## config.mk

```make
export PLATFORM = sky130hd
export DESIGN_NAME = if_fetch_flat
export DESIGN_NICKNAME = d
export VERILOG_FILES = /design/src/rtl/if_fetch_if.sv /design/src/rtl/if_fetch.sv /design/src/flat_wrapper.sv
export SDC_FILE = /design/constraint.sdc
export NUM_CORES = 1
export LEC_CHECK = 0
export CORE_MARGIN = 2
export CORE_UTILIZATION = 44
export CTS_CLUSTER_SIZE = 16
export DETAILED_ROUTE_END_ITERATION = 8
export GPL_TIMING_DRIVEN = 0
export HOLD_SLACK_MARGIN = 0.03
export PLACE_DENSITY = 0.8
export SYNTH_ARGS = -nofsm -noshare
export SYNTH_HDL_FRONTEND = slang
export SYNTH_SLANG_ARGS = --single-unit
```

## constraint.sdc

```tcl
create_clock -name clk -period 2.1 [get_ports clk]
set_input_delay 0.42 -clock clk [delete_from_list [all_inputs] [get_ports clk]]
set_output_delay 0.42 -clock clk [all_outputs]
set_load 0.05 [all_outputs]
```

## src/rtl/if_fetch_if.sv

```systemverilog
// Instruction-memory bus between the fetch stage and imem.
// One request strobe per fetch, response returns after a latency.
interface if_fetch_if;
    logic        imem_req;
    logic [31:0] imem_addr;
    logic        imem_rvalid;
    logic [31:0] imem_rdata;

    modport master (
        output imem_req,
        output imem_addr,
        input  imem_rvalid,
        input  imem_rdata
    );

    modport slave (
        input  imem_req,
        input  imem_addr,
        output imem_rvalid,
        output imem_rdata
    );
endinterface

```

## src/rtl/if_fetch.sv

```systemverilog
// MIPS instruction-fetch stage: owns fetch PC, one outstanding imem request,
// a one-entry instruction buffer and the IF/ID hold/flush controls.
module if_fetch #(
    parameter logic [31:0] RESET_PC   = 32'h0000_0000,
    parameter logic [31:0] EXC_VECTOR = 32'h0000_0080
) (
    input  logic              clk,
    input  logic              rst_n,
    input  logic              stall,
    input  logic              redirect,
    input  logic [31:0]       redirect_pc,
    input  logic              exc,
    if_fetch_if.master        imem,
    output logic [31:0]       out_address,
    output logic [31:0]       out_instruction,
    output logic              out_valid,
    output logic              hold_ifid,
    output logic              flush_ifid
);

    localparam logic [1:0] ISSUE = 2'd0;
    localparam logic [1:0] WAIT  = 2'd1;
    localparam logic [1:0] DRAIN = 2'd2;
    localparam logic [1:0] FULL  = 2'd3;

    logic [1:0]  state;
    logic [31:0] fetch_pc;
    logic [31:0] ibuf;
    logic [31:0] ibuf_pc;
    logic        kill;
    logic [31:0] target;
    logic        xfer;

    assign kill   = exc | redirect;
    assign target = exc ? EXC_VECTOR : (redirect_pc & 32'hFFFF_FFFC);
    assign xfer   = (state == FULL) & !stall & !kill;

    // Outputs are gated by rst_n so nothing leaks out while reset is held.
    always_comb begin
        imem.imem_req = 1'b0;
        if (rst_n) begin
            case (state)
                ISSUE:   imem.imem_req = !kill;
                FULL:    imem.imem_req = xfer;
                default: imem.imem_req = 1'b0;
            endcase
        end
    end

    assign imem.imem_addr  = fetch_pc;
    assign out_address     = ibuf_pc;
    assign out_instruction = ibuf;
    assign out_valid       = (state == FULL);
    assign hold_ifid       = !(rst_n & xfer);
    assign flush_ifid      = rst_n & kill;

    always_ff @(posedge clk) begin
        if (!rst_n) begin
            state    <= ISSUE;
            fetch_pc <= RESET_PC;
            ibuf     <= 32'h0;
            ibuf_pc  <= 32'h0;
        end else begin
            case (state)
                ISSUE: begin
                    if (kill) fetch_pc <= target;
                    else      state    <= WAIT;
                end
                WAIT: begin
                    if (kill) begin
                        fetch_pc <= target;
                        state    <= imem.imem_rvalid ? ISSUE : DRAIN;
                    end else if (imem.imem_rvalid) begin
                        ibuf     <= imem.imem_rdata;
                        ibuf_pc  <= fetch_pc;
                        fetch_pc <= fetch_pc + 32'd4;
                        state    <= FULL;
                    end
                end
                DRAIN: begin
                    if (kill)             fetch_pc <= target;
                    if (imem.imem_rvalid) state    <= ISSUE;
                end
                FULL: begin
                    if (kill) begin
                        fetch_pc <= target;
                        state    <= ISSUE;
                    end else if (!stall) begin
                        state <= WAIT;
                    end
                end
                default: state <= ISSUE;
            endcase
        end
    end

endmodule
```

## src/flat_wrapper.sv

```systemverilog
// flat-port wrapper written by rule: the top's interface ports become plain ports
module if_fetch_flat 
#(
    parameter logic [31:0] RESET_PC   = 32'h0000_0000,
    parameter logic [31:0] EXC_VECTOR = 32'h0000_0080
)
  (clk, rst_n, stall, redirect, redirect_pc, exc, out_address, out_instruction, out_valid, hold_ifid, flush_ifid, imem_imem_req, imem_imem_addr, imem_imem_rvalid, imem_imem_rdata);
  if_fetch_if imem_i ();
  input  logic clk;
  input  logic rst_n;
  input  logic stall;
  input  logic redirect;
  input  logic [31:0] redirect_pc;
  input  logic exc;
  output logic [31:0] out_address;
  output logic [31:0] out_instruction;
  output logic out_valid;
  output logic hold_ifid;
  output logic flush_ifid;
  output wire logic [$bits(imem_i.imem_req)-1:0] imem_imem_req;
  output wire logic [$bits(imem_i.imem_addr)-1:0] imem_imem_addr;
  input wire logic [$bits(imem_i.imem_rvalid)-1:0] imem_imem_rvalid;
  input wire logic [$bits(imem_i.imem_rdata)-1:0] imem_imem_rdata;
  assign imem_imem_req = imem_i.imem_req;
  assign imem_imem_addr = imem_i.imem_addr;
  assign imem_i.imem_rvalid = imem_imem_rvalid;
  assign imem_i.imem_rdata = imem_imem_rdata;
  if_fetch #(.RESET_PC(RESET_PC), .EXC_VECTOR(EXC_VECTOR)) u_core (.clk(clk), .rst_n(rst_n), .stall(stall), .redirect(redirect), .redirect_pc(redirect_pc), .exc(exc), .imem(imem_i), .out_address(out_address), .out_instruction(out_instruction), .out_valid(out_valid), .hold_ifid(hold_ifid), .flush_ifid(flush_ifid));
endmodule
```

==> run summary <==
The flow ran to the end, and the final reports show no timing, DRC or antenna violations. The number of cells after detailed placement is 882. The effective utilization at floorplan came out at 0.452. The category of the worst setup path launch point is a register.

After synthesis the cells add up to 4420 µm². The worst hold path class is reg -> reg. For this run the aggregate overflow at the end of global routing stands at 0.

The net count of the finished layout is 837. Power spread over the standard cell area amounts to 607 nW/µm². Traced cell by cell, the critical path runs through clkdlybuf4s50_1. The final route contains 4981 vias. After synthesis, the most frequently instantiated cells are sky130_fd_sc_hd__nand2_1, sky130_fd_sc_hd__dfxtp_1, sky130_fd_sc_hd__a21oi_1, sky130_fd_sc_hd__clkbuf_1, sky130_fd_sc_hd__nor2_1.

The tree is rooted in a sky130_fd_sc_hd__clkbuf_8. The worst hold path begins at u_core.out_address[19]. The count of different cell masters after synthesis is 60.

The number of antenna violations at the first check in global routing came out at 0. The largest individual stage delay along the critical path comes from the cell sky130_fd_sc_hd__clkdlybuf4s50_1. Of the cells placed in the final design, the portion with a size suffix greater than 1 is 0.0888. The maximum clock frequency came out at 0.483 GHz. The Yosys step of the flow raised 0 warnings. TritonCTS built the clock tree. The number of I/O port buffers came out at 163. The synthesized design spends more area on one cell type than any other, namely sky130_fd_sc_hd__dfxtp_1.

After detailed routing, the number of remaining DRC violations is 0. Excluding fillers, the count of instances in the completed layout stands at 899. Max-cap violations in this run came to 0. By area the synthesized netlist is led by sky130_fd_sc_hd__dfxtp_1, sky130_fd_sc_hd__nand2_1, sky130_fd_sc_hd__a21oi_1, sky130_fd_sc_hd__o21ai_0, sky130_fd_sc_hd__clkbuf_1.

The number of optimization iterations in the first detailed-route pass is 5. Summed over all failing endpoints, the final setup total negative slack is 0 ns. The maximum buffer depth of the clock tree is 2. The count of routing violations after the opening detailed-route iteration came out at 373. The die boundary width came out at 104 µm.

The peak per-stage delay on the critical path came out at 0.84 ns. The first-pass GRT wire length came out at 23.5 mm. The clock latency at the later pin of the worst-skew pair came out at 0.38 ns. Counting every instance in the synthesized netlist gives 583. The max-slew violation count is 0.

The global placer's final weighted congestion came out at 0.894. The clock skew is 0.0120 ns. Along the worst path, the maximum fanout reaches 6. In this run the standard cell core region covers 9770 µm². The average via count per standard cell came out at 5.54. The area enclosed by the die boundary came out at 10900 µm².

The actual slew at the worst max-slew pin is 0.562 ns. The startpoint of the most critical register-to-register path is u_core.state[1]. The post-detailed-route count of antenna-violating nets came out at 0.

Counting every sink on the clock net gives 94. The final clock period utilization by the worst path came out at 0.985. For this run, asynchronously set or reset flops after synthesis account for 0.

The hold violation total from the final report is 0. The CTS clock-pin slew for the worst setup and hold paths came out at 0.09 ns. The number of global-route vias before repair is 4739. The number of clock buffers added by TritonCTS is 9.

For this block, the routed nets add up to 15.0 mm of wire. The leakage component of the power came out at 2.49 nW. The share of Yosys cell area claimed by the top area cell type came out at 0.426. The H-tree was split into 3 levels. The normalized max-slew margin is 0.626.

Tracing the worst setup path back leads to its startpoint at u_core.imem.imem_addr[9]. The average cell area after synthesis came out at 7.58 µm². The sequential share of the synthesized area is 0.426. Together, buffers and inverters on the worst path number 1. The largest net degree at the start of global routing came out at 17. The worst path required time came out at 1.68 ns. The post-synthesis to final-layout area growth came out at 47.5%.

The classification of the worst setup path is reg -> out. The number of flops mapped to enable cells by yosys is 0. STA classifies the critical path endpoint as a primary output. The flip-flop and latch count after synthesis is 94. The total half-perimeter wirelength after legalization and detailed placement came out at 11.0 mm. Setup repair after global routing left no endpoint under its margin. The floorplan step set the die height to 104 µm. In the post-synthesis netlist, the cell with the most instances is sky130_fd_sc_hd__nand2_1. 170 I/O pins were placed. The combined global-route utilization of all metal layers came out at 0.268. The internal reg-to-reg setup slack came out at 0.12 ns. Data on the critical path arrives at its endpoint at 1.65 ns. The number of placement rows is 36. The kind of cell adding the most delay to the critical path is buffers and inverters. The antenna diode count is 0. The final count of negative-setup-slack endpoints came out at 0. For the finished layout, the period the worst path requires is 2.07 ns. The routed length per placed instance is 16.6 µm. The maximum VDD drop is 0.340 mV.

The flip-flop cell with the highest count after synthesis is sky130_fd_sc_hd__dfxtp_1.
==> area by class of cell <==
cell class / instances / area [µm²]
Multi-Input combinational cell: 442 / 2370
Clock buffer: 9 / 124
Clock inverter: 7 / 73.8
Sequential cell: 94 / 1890
Buffer: 40 / 213
Timing Repair Buffer: 165 / 1650
Inverter: 9 / 33.8
Tap cell: 133 / 166
Fill cell: 858 / 3260
==> stage by stage <==
stage	hold WS [ns]	utilization	setup slack (ns)	total power, mW	area [µm²]
6_report	0.458	0.667	0.0315	3.96	6520
5_1_grt	0.480	0.667	0.000715	4.09	6520
4_1_cts	0.459	0.658	-0.0950	3.93	6440
3_5_place_dp	0.447	0.638	-1.14	2.74	6230
3_3_place_gp	0.442	0.638	-1.14	2.72	6230
2_1_floorplan	0.479	-	-0.0564	2.40	4440
==> kinds of logic after synthesis <==
kind of cell / Yosys count / synth area share
AO/OA/AOI/OAI: 156 / 0.209
XOR/XNOR: 3 / 0.00595
adder cells (fa/ha/maj): 6 / 0.0170
buffers and inverters: 50 / 0.0484
flip-flops: 94 / 0.426
multiplexers: 5 / 0.0116
other: 1 / 0.000849
AND/OR/NAND/NOR: 268 / 0.281
==> per-layer routing <==
| layer | share of wire | wire length, µm | GRT usage |
|---|---|---|---|
| met5 | 0 | 0 | 0 |
| met4 | 0.018 | 267 | 0.0888 |
| met3 | 0.078 | 1170 | 0.0602 |
| met2 | 0.49 | 7300 | 0.459 |
| met1 | 0.42 | 6210 | 0.334 |
==> worst paths after layout <==
check                                                  to  depth (start not counted)
worst max register to register  u_core.imem.imem_addr[16]                          8
worst min-delay path               u_core.out_address[19]                          2
worst max-delay path                    imem_imem_addr[9]                          1
worst min register to register     u_core.out_address[19]                          2
==> repair_timing <==
action / 4_1_cts / 5_1_grt
gates resized for setup: 50 / 42
endpoints found under the setup margin: 35 / 64
cloned: 0 / 0
setup buffers: 1 / 1
hold buffers: 0 / 0
pin swaps: 1 / 2
==> where the power goes <==
part | switching, mW | internal, mW | total, mW
sequential | 0.0708 | 1.83 | 1.90
combinational | 0.502 | 0.319 | 0.820
clock | 0.681 | 0.554 | 1.24
total | 1.25 | 2.71 | 3.96
==> layout by cell type (no fill, tap or decap), types with 4 or more instances in the layout <==
cell type                         netlist  routed
sky130_fd_sc_hd__nand2_1              162     160
sky130_fd_sc_hd__clkdlybuf4s50_1        0     129
sky130_fd_sc_hd__dfxtp_1               94      91
sky130_fd_sc_hd__a21oi_1               80      80
sky130_fd_sc_hd__nor2_1                27      23
sky130_fd_sc_hd__o21ai_0               24      23
sky130_fd_sc_hd__dlygate4sd2_1          0      20
sky130_fd_sc_hd__clkbuf_1              28      17
sky130_fd_sc_hd__nand3_1               14      14
sky130_fd_sc_hd__dlymetal6s2s_1         0      11
sky130_fd_sc_hd__buf_4                  4      10
sky130_fd_sc_hd__clkbuf_8               0      10
sky130_fd_sc_hd__inv_1                  9       9
sky130_fd_sc_hd__nand4_1                8       8
sky130_fd_sc_hd__nor3_1                11       8
sky130_fd_sc_hd__nor2b_1                7       7
sky130_fd_sc_hd__and3_1                 7       7
sky130_fd_sc_hd__clkbuf_2               0       7
sky130_fd_sc_hd__a22oi_1                7       7
sky130_fd_sc_hd__o22ai_1                7       7
sky130_fd_sc_hd__buf_2                  9       6
sky130_fd_sc_hd__ha_1                   6       6
sky130_fd_sc_hd__a31oi_1                5       5
sky130_fd_sc_hd__nand2b_1               4       4
sky130_fd_sc_hd__a22o_1                 4       4
sky130_fd_sc_hd__nor4_1                 4       4
sky130_fd_sc_hd__o211ai_1               4       4
sky130_fd_sc_hd__mux2i_1                4       4
sky130_fd_sc_hd__a32oi_1                4       4
sky130_fd_sc_hd__conb_1                 1       4
==> sequential cells by signal (all words and copies together), names as in the netlist <==
register / count
u_core.out_instruction: 32
u_core.imem.imem_addr: 30
u_core.out_address: 30
u_core.state: 2
(Power assumes the default switching activity.)
